**config.mk**
```make
export PLATFORM = sky130hd
export DESIGN_NAME = csa_seq_adder_ctrl_flat
export DESIGN_NICKNAME = d
export VERILOG_FILES = /design/src/rtl/csa_seq_adder_ctrl_if.sv /design/src/rtl/csa_seq_adder_ctrl.sv /design/src/flat_wrapper.sv
export SDC_FILE = /design/constraint.sdc
export NUM_CORES = 1
export LEC_CHECK = 0
export BUFFER_PORTS_ARGS = -buffer_cell sky130_fd_sc_hd__buf_2
export CAP_MARGIN = 20
export CORE_ASPECT_RATIO = 1.1
export CORE_MARGIN = 2
export CORE_UTILIZATION = 45
export CTS_CLUSTER_SIZE = 25
export DETAILED_ROUTE_END_ITERATION = 7
export HOLD_SLACK_MARGIN = 0.12
export PLACE_DENSITY = 0.8
export SKIP_LAST_GASP = 1
export SLEW_MARGIN = 30
export SYNTH_ARGS = -nofsm -noshare
export SYNTH_HDL_FRONTEND = slang
export SYNTH_SLANG_ARGS = --single-unit
```
**constraint.sdc**
```tcl
create_clock -name clk -period 2 [get_ports clk]
set_input_delay 0.2 -clock clk [delete_from_list [all_inputs] [get_ports clk]]
set_output_delay 0.2 -clock clk [all_outputs]
set_load 0.02 [all_outputs]
```
**src/rtl/csa_seq_adder_ctrl_if.sv**
```systemverilog
// -----------------------------------------------------------------------------
// csa_seq_adder_ctrl_if
// Purpose : Bundles the operand request handshake, the result handshake and
//           the status flag of the sequential carry-select adder controller.
// Signals :
//   in_valid  (master->slave)  operand request
//   in_ready  (slave->master)  controller can accept operands
//   a_in/b_in (master->slave)  WIDTH-bit operands
//   c_in      (master->slave)  carry-in to slice 0
//   out_valid (slave->master)  result available
//   out_ready (master->slave)  consumer accepts result
//   sum_out   (slave->master)  WIDTH-bit sum
//   carry_out (slave->master)  carry from the top slice
//   busy_out  (slave->master)  an operation is in flight or awaiting pickup
// -----------------------------------------------------------------------------
interface csa_seq_adder_ctrl_if #(
    parameter int WIDTH = 16
);
    logic             in_valid;
    logic             in_ready;
    logic [WIDTH-1:0] a_in;
    logic [WIDTH-1:0] b_in;
    logic             c_in;
    logic             out_valid;
    logic             out_ready;
    logic [WIDTH-1:0] sum_out;
    logic             carry_out;
    logic             busy_out;

    modport master (
        output in_valid, a_in, b_in, c_in, out_ready,
        input  in_ready, out_valid, sum_out, carry_out, busy_out
    );

    modport slave (
        input  in_valid, a_in, b_in, c_in, out_ready,
        output in_ready, out_valid, sum_out, carry_out, busy_out
    );
endinterface

```
**src/rtl/csa_seq_adder_ctrl.sv**
```systemverilog
// -----------------------------------------------------------------------------
// csa_seq_adder_ctrl
// Purpose : Adds two WIDTH-bit operands plus a carry-in using one shared 4-bit
//           carry-select adder slice, one nibble per cycle, LSB nibble first.
//           The slice carry is chained between cycles through a register.
// Ports   :
//   clk    - clock, all state changes on the rising edge
//   rst_n  - synchronous active-low reset
//   bus    - slave side of csa_seq_adder_ctrl_if (operand handshake, result
//            handshake, sum/carry and busy flag)
// Timing  : accept at edge E, out_valid high from edge E+NSLICE until the
//           result handshake; back-to-back initiation interval NSLICE+2.
// -----------------------------------------------------------------------------
module csa_seq_adder_ctrl #(
    parameter int WIDTH = 16
) (
    input  logic                  clk,
    input  logic                  rst_n,
    csa_seq_adder_ctrl_if.slave   bus
);

    localparam int NSLICE = WIDTH / 4;
    localparam int IDX_W  = (NSLICE > 1) ? $clog2(NSLICE) : 1;
    localparam logic [IDX_W-1:0] LAST_IDX = IDX_W'(NSLICE - 1);

    typedef enum logic [1:0] {
        ST_IDLE = 2'd0,
        ST_ADD  = 2'd1,
        ST_DONE = 2'd2
    } state_t;

    // 4-bit carry-select adder: both carry-in hypotheses are precomputed and
    // the real carry only drives the final select. Returns {carry, sum}.
    function automatic logic [4:0] csa_add4(
        input logic [3:0] a,
        input logic [3:0] b,
        input logic       cin
    );
        logic [4:0] sum_c0;
        logic [4:0] sum_c1;
        sum_c0 = {1'b0, a} + {1'b0, b};
        sum_c1 = {1'b0, a} + {1'b0, b} + 5'd1;
        return cin ? sum_c1 : sum_c0;
    endfunction

    state_t           r_state;
    state_t           w_state_nxt;
    logic [WIDTH-1:0] r_a_sh;
    logic [WIDTH-1:0] r_b_sh;
    logic             r_carry;
    logic [IDX_W-1:0] r_idx;
    logic [WIDTH-1:0] r_sum_out;
    logic             r_carry_out;
    logic             r_in_ready;
    logic             r_out_valid;
    logic             r_busy;
    logic             w_accept;
    logic             w_last;
    logic [4:0]       w_slice;

    // Single shared slice: always fed from the low nibbles and the chained carry
    assign w_slice = csa_add4(r_a_sh[3:0], r_b_sh[3:0], r_carry);

    assign bus.in_ready  = r_in_ready;
    assign bus.out_valid = r_out_valid;
    assign bus.sum_out   = r_sum_out;
    assign bus.carry_out = r_carry_out;
    assign bus.busy_out  = r_busy;

    // Next-state logic; the handshake flags are registered from the next state
    always_comb begin
        w_state_nxt = r_state;
        w_accept    = 1'b0;
        w_last      = 1'b0;
        case (r_state)
            ST_IDLE: begin
                if (bus.in_valid && r_in_ready) begin
                    w_accept    = 1'b1;
                    w_state_nxt = ST_ADD;
                end else begin
                    w_state_nxt = ST_IDLE;
                end
            end
            ST_ADD: begin
                if (r_idx == LAST_IDX) begin
                    w_last      = 1'b1;
                    w_state_nxt = ST_DONE;
                end else begin
                    w_state_nxt = ST_ADD;
                end
            end
            ST_DONE: begin
                if (r_out_valid && bus.out_ready) begin
                    w_state_nxt = ST_IDLE;
                end else begin
                    w_state_nxt = ST_DONE;
                end
            end
            default: begin
                w_state_nxt = ST_IDLE;
            end
        endcase
    end

    // State register and registered handshake/status outputs
    always_ff @(posedge clk) begin
        if (!rst_n) begin
            r_state     <= ST_IDLE;
            r_in_ready  <= 1'b1;
            r_out_valid <= 1'b0;
            r_busy      <= 1'b0;
        end else begin
            r_state     <= w_state_nxt;
            r_in_ready  <= (w_state_nxt == ST_IDLE);
            r_out_valid <= (w_state_nxt == ST_DONE);
            r_busy      <= (w_state_nxt == ST_ADD) || (w_state_nxt == ST_DONE);
        end
    end

    // Operand capture, nibble-serial datapath and result registers
    always_ff @(posedge clk) begin
        if (!rst_n) begin
            r_a_sh      <= '0;
            r_b_sh      <= '0;
            r_carry     <= 1'b0;
            r_idx       <= '0;
            r_sum_out   <= '0;
            r_carry_out <= 1'b0;
        end else begin
            case (r_state)
                ST_IDLE: begin
                    if (w_accept) begin
                        r_a_sh  <= bus.a_in;
                        r_b_sh  <= bus.b_in;
                        r_carry <= bus.c_in;
                        r_idx   <= '0;
                    end
                end
                ST_ADD: begin
                    // Constant-index loop keeps the nibble write a plain mux
                    for (int s = 0; s < NSLICE; s++) begin
                        if (int'(r_idx) == s) begin
                            r_sum_out[4*s +: 4] <= w_slice[3:0];
                        end
                    end
                    r_carry <= w_slice[4];
                    r_a_sh  <= r_a_sh >> 4'd4;
                    r_b_sh  <= r_b_sh >> 4'd4;
                    r_idx   <= r_idx + IDX_W'(1);
                    if (w_last) begin
                        r_carry_out <= w_slice[4];
                    end
                end
                ST_DONE: begin
                    // Result held stable for the consumer
                end
                default: begin
                    r_idx <= '0;
                end
            endcase
        end
    end

endmodule
```
**src/flat_wrapper.sv**
```systemverilog
// flat-port wrapper written by rule: the top's interface ports become plain ports
module csa_seq_adder_ctrl_flat 
#(
    parameter int WIDTH = 16
)
  (clk, rst_n, bus_in_valid, bus_a_in, bus_b_in, bus_c_in, bus_out_ready, bus_in_ready, bus_out_valid, bus_sum_out, bus_carry_out, bus_busy_out);
  csa_seq_adder_ctrl_if #(.WIDTH(WIDTH)) bus_i ();
  input  logic clk;
  input  logic rst_n;
  input wire logic [$bits(bus_i.in_valid)-1:0] bus_in_valid;
  input wire logic [$bits(bus_i.a_in)-1:0] bus_a_in;
  input wire logic [$bits(bus_i.b_in)-1:0] bus_b_in;
  input wire logic [$bits(bus_i.c_in)-1:0] bus_c_in;
  input wire logic [$bits(bus_i.out_ready)-1:0] bus_out_ready;
  output wire logic [$bits(bus_i.in_ready)-1:0] bus_in_ready;
  output wire logic [$bits(bus_i.out_valid)-1:0] bus_out_valid;
  output wire logic [$bits(bus_i.sum_out)-1:0] bus_sum_out;
  output wire logic [$bits(bus_i.carry_out)-1:0] bus_carry_out;
  output wire logic [$bits(bus_i.busy_out)-1:0] bus_busy_out;
  assign bus_i.in_valid = bus_in_valid;
  assign bus_i.a_in = bus_a_in;
  assign bus_i.b_in = bus_b_in;
  assign bus_i.c_in = bus_c_in;
  assign bus_i.out_ready = bus_out_ready;
  assign bus_in_ready = bus_i.in_ready;
  assign bus_out_valid = bus_i.out_valid;
  assign bus_sum_out = bus_i.sum_out;
  assign bus_carry_out = bus_i.carry_out;
  assign bus_busy_out = bus_i.busy_out;
  csa_seq_adder_ctrl #(.WIDTH(WIDTH)) u_core (.clk(clk), .rst_n(rst_n), .bus(bus_i));
endmodule
```
==> flow_metrics.tcl, run 1 <==
set metrics [dict create \
    synth_top_area_frac 0.449 \
    avgSynthCellArea_sq_um 8.74 \
    dieArea_sq_mm 0.00627 \
    gr-total-overflow 0 \
    rr_startpoint "u_core.r_b_sh[0]" \
    antenna_found_initial 0 \
    drt-initial-drc-count 156 \
    ys_top_cells_by_area "dfxtp_1, a311oi_1, nand2_1" \
    die_width_microns 75.7 \
    path_clk_slew_ns 0.06 \
    final.period_utilization 1.01 \
    cts_buffer_depth 2 \
    area_growth_pct 28.1 \
    yosysWarningCount 0 \
    ant_nets 0 \
    die_h_microns 82.8 \
    skew_ns 0.00906 \
    critPathMaxStageDelay_ns 0.52 \
    min_period_ns 2.03 \
    slew_headroom 0.627 \
    r2r-end "u_core.r_carry" \
    cts.sinks 57 \
    route.detailed.wl_per_inst_microns 13.2 \
    vias 2273 \
    peakVddDrop_mv 0.623 \
    cts_made_buffers 9 \
    criticalPathCategory "flop to flop" \
    fillers 489 \
    synthArstFlopShare 0 \
    cts_tree "built" \
    fin_area_sq_mm 0.00326 \
    status "complete, but fails checks" \
    cp.required_ns 2.22 \
    cts_root_buffer "clkbuf_8" \
    firstDrtPassIters 4 \
    maxCapViolations 0 \
    synth_nets 340 \
    ys_ff_latch 57 \
    nNetsFinal 405 \
    stdcell_count 436 \
    diodes 0 \
    holdPathEnd "u_core.r_b_sh[15]" \
    r2r_setup_slack_ns -0.03 \
    synthFlopType "dfxtp_1" \
    ys_top_cells_by_count "dfxtp_1, nand2_1, nor2_1" \
    grt_max_degree 50 \
    worst_path_dominant_cell_family "adder cells" \
    dp.cells 408 \
    grt_pass1_wl_mm 9.44 \
    critPathMaxFanout 3 \
    port_buffers 56 \
    drc 0 \
    p_total_mw 3.03 \
    slowest_stage "fa_1" \
    syn-cell-area_sq_mm 0.00254 \
    cp.arrival_ns 2.25 \
    crit_path_end_kind "flop" \
    crit_buf_inv 0 \
    worstHoldStart "bus_b_in[15]" \
    fmax_mhz 494 \
    synth-edff-count 0 \
    crit_path_cell_trace "ha_4, fa_1, ha_2, nand2_2, nor4b_4, xor2_1, a21oi_1" \
    finalHoldViolations 0 \
    min_path_cells 3 \
    yosysUniqueCellTypes 36 \
    p_leak_nw 1.42 \
    h-tree-depth 3 \
    rsz0062_at_grt "true" \
    placed_cell_area_sq_mm 0.00288 \
    utilization 0.600 \
    synth.most_common_cell "dfxtp_1" \
    yosysTopAreaCell "dfxtp_1" \
    worst_slack_ns -0.0251 \
    regArea_sq_mm 0.00114 \
    reg2regPathDepth 7 \
    violations "setup timing" \
    finalSetupViolations 1 \
    drt_wl_total_mm 5.75 \
    core_area_sq_mm 0.00543 \
    syn_inst 291 \
    insertion_delay_ns 0.34 \
    multi_input_area_sq_mm 0.00128 \
    min_path_type "input port to flop" \
    yosysSeqAreaShare 0.449 \
    layout-drive-gt1-share 0.271 \
    fp-row-count 28 \
    io_pins 57 \
    place_congestion 0.796 \
    grt_pass1_vias 2181 \
    start_util 0.468 \
    grt_use_total 0.195 \
    worst_pin_slew_ns 0.556 \
    power_density_mw_per_mm2 931 \
    drv_slew 0 \
    hpwl_mm 3.87 \
    cp-start-kind "flop" \
    vias_per_cell 5.21 \
]
-- sequential cells by signal, indices dropped and copies added (netlist names) --
register / cells
u_core.bus.out_valid: 1
u_core.r_a_sh: 16
u_core.bus.carry_out: 1
u_core.bus.busy_out: 1
u_core.bus.sum_out: 16
u_core.bus.in_ready: 1
u_core.r_idx: 2
u_core.r_b_sh: 16
u_core.r_state: 2
u_core.r_carry: 1
-- cell usage in the layout, fill, tap and decap left out, drive strengths merged, types with 2 or more instances in the layout --
cell type | Yosys | layout
nor2 | 54 | 54
a311oi | 24 | 24
ha | 11 | 11
xnor2 | 2 | 2
inv | 5 | 5
nand4 | 2 | 2
and2 | 5 | 5
bufinv | 0 | 2
o221ai | 2 | 2
a211oi | 9 | 9
a21oi | 11 | 11
clkbuf | 8 | 11
o21ai | 5 | 5
buf | 15 | 66
mux2i | 4 | 4
a22oi | 9 | 9
clkinv | 0 | 2
dfxtp | 57 | 57
nand2 | 54 | 54
dlygate4sd3 | 0 | 11
xor2 | 3 | 3
-- worst max path at each step --
stage	start	endpoint	slack (ns)	depth (start not counted)
detailed placement	u_core.r_b_sh[0]	u_core.r_carry	-0.06	7
global route	u_core.r_b_sh[0]	u_core.r_carry	-0.07	7
CTS	u_core.r_b_sh[0]	u_core.r_carry	-0.02	7
finish	u_core.r_b_sh[0]	u_core.r_carry	-0.03	7
global placement	u_core.r_b_sh[0]	u_core.r_carry	0.004	7
floorplan	u_core.r_b_sh[0]	u_core.r_carry	0.05	7
-- metal layers --
metal	global-route usage	vias to the layer above	part of all wire
met5	0	-	0
met4	0.0957	0	0.025
met3	0.0522	12	0.037
met2	0.296	43	0.49
met1	0.250	1080	0.45
li1	-	1138	-
-- kinds of logic after synthesis --
group,share of synthesized area
flops,0.449
fa+ha+maj,0.0620
mux,0.0157
xor+xnor,0.0172
compound gates,0.183
simple gates,0.214
buf+inv,0.0591
-- stage by stage --
stage	setup WS, ns	hold WS [ns]	setup TNS, ns
3_5_place_dp	-0.0601	0.444	-0.0601
6_report	-0.0251	0.121	-0.0251
4_1_cts	-0.0152	0.121	-0.0152
3_3_place_gp	0.00426	0.436	0
5_1_grt	-0.0704	0.131	-0.0781
2_1_floorplan	0.0506	0.348	0
-- worst min-delay path: cells and delay by family --
family                 cells  cell delay (ns)
AOI/OAI and AO/OA          1             0.06
and+or+nand+nor            1             0.09
buffers and inverters      1             0.08
-- timing repair --
action                     CTS  global route
setup endpoints to repair    3             8
hold buffers                11             0
buffers inserted             0             1
hold endpoints to repair    11             0
gates resized for setup      6             1
pin swaps                    5             3
-- report_power, final --
part	leakage (nW)	internal, mW	switching (mW)
clock	0.115	0.764	0.456
sequential	0.469	1.22	0.0565
combinational	0.837	0.236	0.297
-- layout make-up --
| cell class | instances | share of cell area |
|---|---|---|
| Multi-Input combinational cell | 206 | 0.393 |
| Sequential cell | 57 | 0.351 |
| Timing Repair Buffer | 77 | 0.151 |
| Clock buffer | 11 | 0.0465 |
| Tap cell | 75 | 0.0288 |
| Clock inverter | 5 | 0.0238 |
| Inverter | 5 | 0.00576 |
Note: power is estimated with default switching activity, not from simulation.
==> inputs of run 2 (changes only) <==
--- a/config.mk
+++ b/config.mk
@@ -5,6 +5,7 @@
 export SDC_FILE = /design/constraint.sdc
 export NUM_CORES = 1
 export LEC_CHECK = 0
+export ABC_AREA = 1
 export BUFFER_PORTS_ARGS = -buffer_cell sky130_fd_sc_hd__buf_2
 export CAP_MARGIN = 20
 export CORE_ASPECT_RATIO = 1.1
==> constraint.sdc (replaced) <==
create_clock -name clk -period 1.8 [get_ports clk]
set_input_delay 0.18 -clock clk [delete_from_list [all_inputs] [get_ports clk]]
set_output_delay 0.18 -clock clk [all_outputs]
set_load 0.02 [all_outputs]
==> flow_metrics.tcl, run 2 <==
set metrics [dict create \
    synth-xor-area-share 0.00673 \
    rsz0062_at_grt "true" \
    cp.arrival_ns 2.10 \
    h-tree-depth 3 \
    timing.hold.ws_ns 0.129 \
    drt-initial-drc-count 190 \
    violations "setup timing" \
    grtUsageMet1 0.254 \
    grt_max_degree 50 \
    synth-edff-count 0 \
    cp.required_ns 2.04 \
    place_congestion 0.811 \
    nNetsFinal 464 \
    finalSetupViolations 9 \
    synth-adder-area-share 0.0606 \
    syn-cell-area_sq_mm 0.00260 \
    area_growth_pct 32.4 \
    route.detailed.wl_per_inst_microns 13.2 \
    layout_common_cells "nand2_1, buf_2, dfxtp_1" \
    drt_wl_total_mm 6.57 \
    r2r_setup_slack_ns -0.07 \
    peakVddDrop_mv 0.412 \
    port_buffers 56 \
    insertion_delay_ns 0.33 \
    path_clk_slew_ns 0.06 \
    place_ws_ns -0.113 \
    yosysWarningCount 0 \
    synth.most_common_cell "nand2_1" \
    muxShareOfSynthArea 0.00433 \
    fillers 477 \
    yosysUniqueCellTypes 30 \
    worst_slack_ns -0.0655 \
    synth_simple_gate_area_frac 0.226 \
    fin_area_sq_mm 0.00344 \
    start_util 0.460 \
    ys_ff_latch 57 \
    final.period_utilization 1.04 \
    status "complete, but fails checks" \
    synth_top_family_by_area "simple AND/OR/NAND/NOR gates" \
    grt_pass1_wl_mm 11.2 \
    synthFlopType "dfxtp_1" \
    fmax_mhz 536 \
    dieArea_sq_mm 0.00641 \
    placed_cell_area_sq_mm 0.00292 \
    firstDrtPassIters 5 \
    p_leak_nw 1.59 \
    yosysSeqAreaShare 0.439 \
    synthArstFlopShare 0 \
    finalHoldViolations 0 \
    cts.sinks 57 \
    io_pins 57 \
    cts_made_buffers 9 \
    utilization 0.609 \
    avgSynthCellArea_sq_um 7.84 \
    synth_top_area_frac 0.439 \
    skew_ns 0.00394 \
    grt_use_total 0.218 \
    yosysTopAreaCell "dfxtp_1" \
    cts_tree "built" \
    criticalPathCategory "flop to flop" \
    gr-total-overflow 0 \
    min_period_ns 1.87 \
    stdcell_count 497 \
    vias_per_cell 5.03 \
    worst_pin_slew_ns 0.753 \
    drc 0 \
    p_total_mw 3.27 \
    ys_top_cells_by_count "nand2_1, dfxtp_1, o21ai_1" \
    ys_top_cells_by_area "dfxtp_1, nand2_1, a31oi_1" \
    cp-start-kind "flop" \
    diodes 0 \
    layout-drive-gt1-share 0.262 \
    core_area_sq_mm 0.00566 \
    vias 2500 \
    finalSetupTns_ns -0.365 \
    grt_pass1_vias 2504 \
    die_width_microns 76.5 \
    synth_nets 381 \
    drv_slew 0 \
    critPathMaxFanout 4 \
    crit_path_end_kind "flop" \
    cts_buffer_depth 2 \
    met2_usage 0.385 \
    power_density_mw_per_mm2 948 \
    dp.cells 457 \
    ant_nets 0 \
    synth_compound_area_frac 0.177 \
    die_h_microns 83.7 \
    min_path_type "input port to flop" \
    slew_headroom 0.498 \
    hpwl_mm 4.14 \
    gr-max-usage-layer "met2" \
    maxCapViolations 0 \
    syn_inst 332 \
    antenna_found_initial 0 \
    final_common_cell "nand2_1" \
    grtUsageMet3 0.0509 \
    cts_root_buffer "clkbuf_8" \
    fp-row-count 29 \
]
==> run 2: kinds of logic (layout without fill, tap and decap cells) <==
| kind of cell | count (synthesis) | in the layout |
|---|---|---|
| AOI/OAI and AO/OA | 83 | 83 |
| xor gates and xnor gates | 2 | 2 |
| adders and majority gates | 12 | 12 |
| buffers and inverters | 41 | 129 |
| DFF | 57 | 57 |
| muxes | 1 | 1 |
| and+or+nand+nor | 136 | 136 |
==> run 2: worst paths after layout <==
| path | startpoint | to | depth (start not counted) |
|---|---|---|---|
| max reg2reg | u_core.r_b_sh[0] | u_core.bus.sum_out[7] | 10 |
| max | u_core.r_b_sh[0] | u_core.bus.sum_out[7] | 10 |
| min reg2reg | u_core.bus.sum_out[4] | u_core.bus.sum_out[4] | 2 |
| min | bus_b_in[3] | u_core.r_b_sh[3] | 3 |
==> run 2: routing by layer <==
metal | wire length (microns) | vias up
met5 | 0 | -
met4 | 115 | 0
met3 | 243 | 12
met2 | 3410 | 49
met1 | 2800 | 1165
li1 | - | 1274
==> run 2: cell type report <==
class	instances	area [sq um]	share of cell area
clock inverter	2	10.0	0.00291
clock buffer	14	183	0.0530
inverter	24	97.6	0.0283
sequential	57	1140	0.332
tap	77	96.3	0.0280
timing repair buffer	89	589	0.171
multi-input combinational	234	1330	0.385
==> run 2: where the power goes <==
part           switching, mW  internal, mW
Clock                  0.487         0.646
Sequential            0.0684          1.36
Combinational          0.402         0.298
==> run 2: worst max-delay path, stage by stage (launching register included) <==
cell	delay, ns
dfxtp_2	0.34
ha_4	0.17
fa_2	0.56
buf_4	0.12
buf_6	0.10
nand3_4	0.07
nor2_4	0.11
or2_4	0.14
nand3_1	0.06
nand2_1	0.08
inv_1	0.04
==> run 2: repair_timing <==
action | in CTS | in global routing
buffers inserted | 0 | 1
hold buffers | 23 | 0
pin swaps | 4 | 2
gates cloned | 0 | 0
endpoints found under the hold margin | 23 | 0
setup endpoints to repair | 14 | 14
resized for setup | 14 | 10
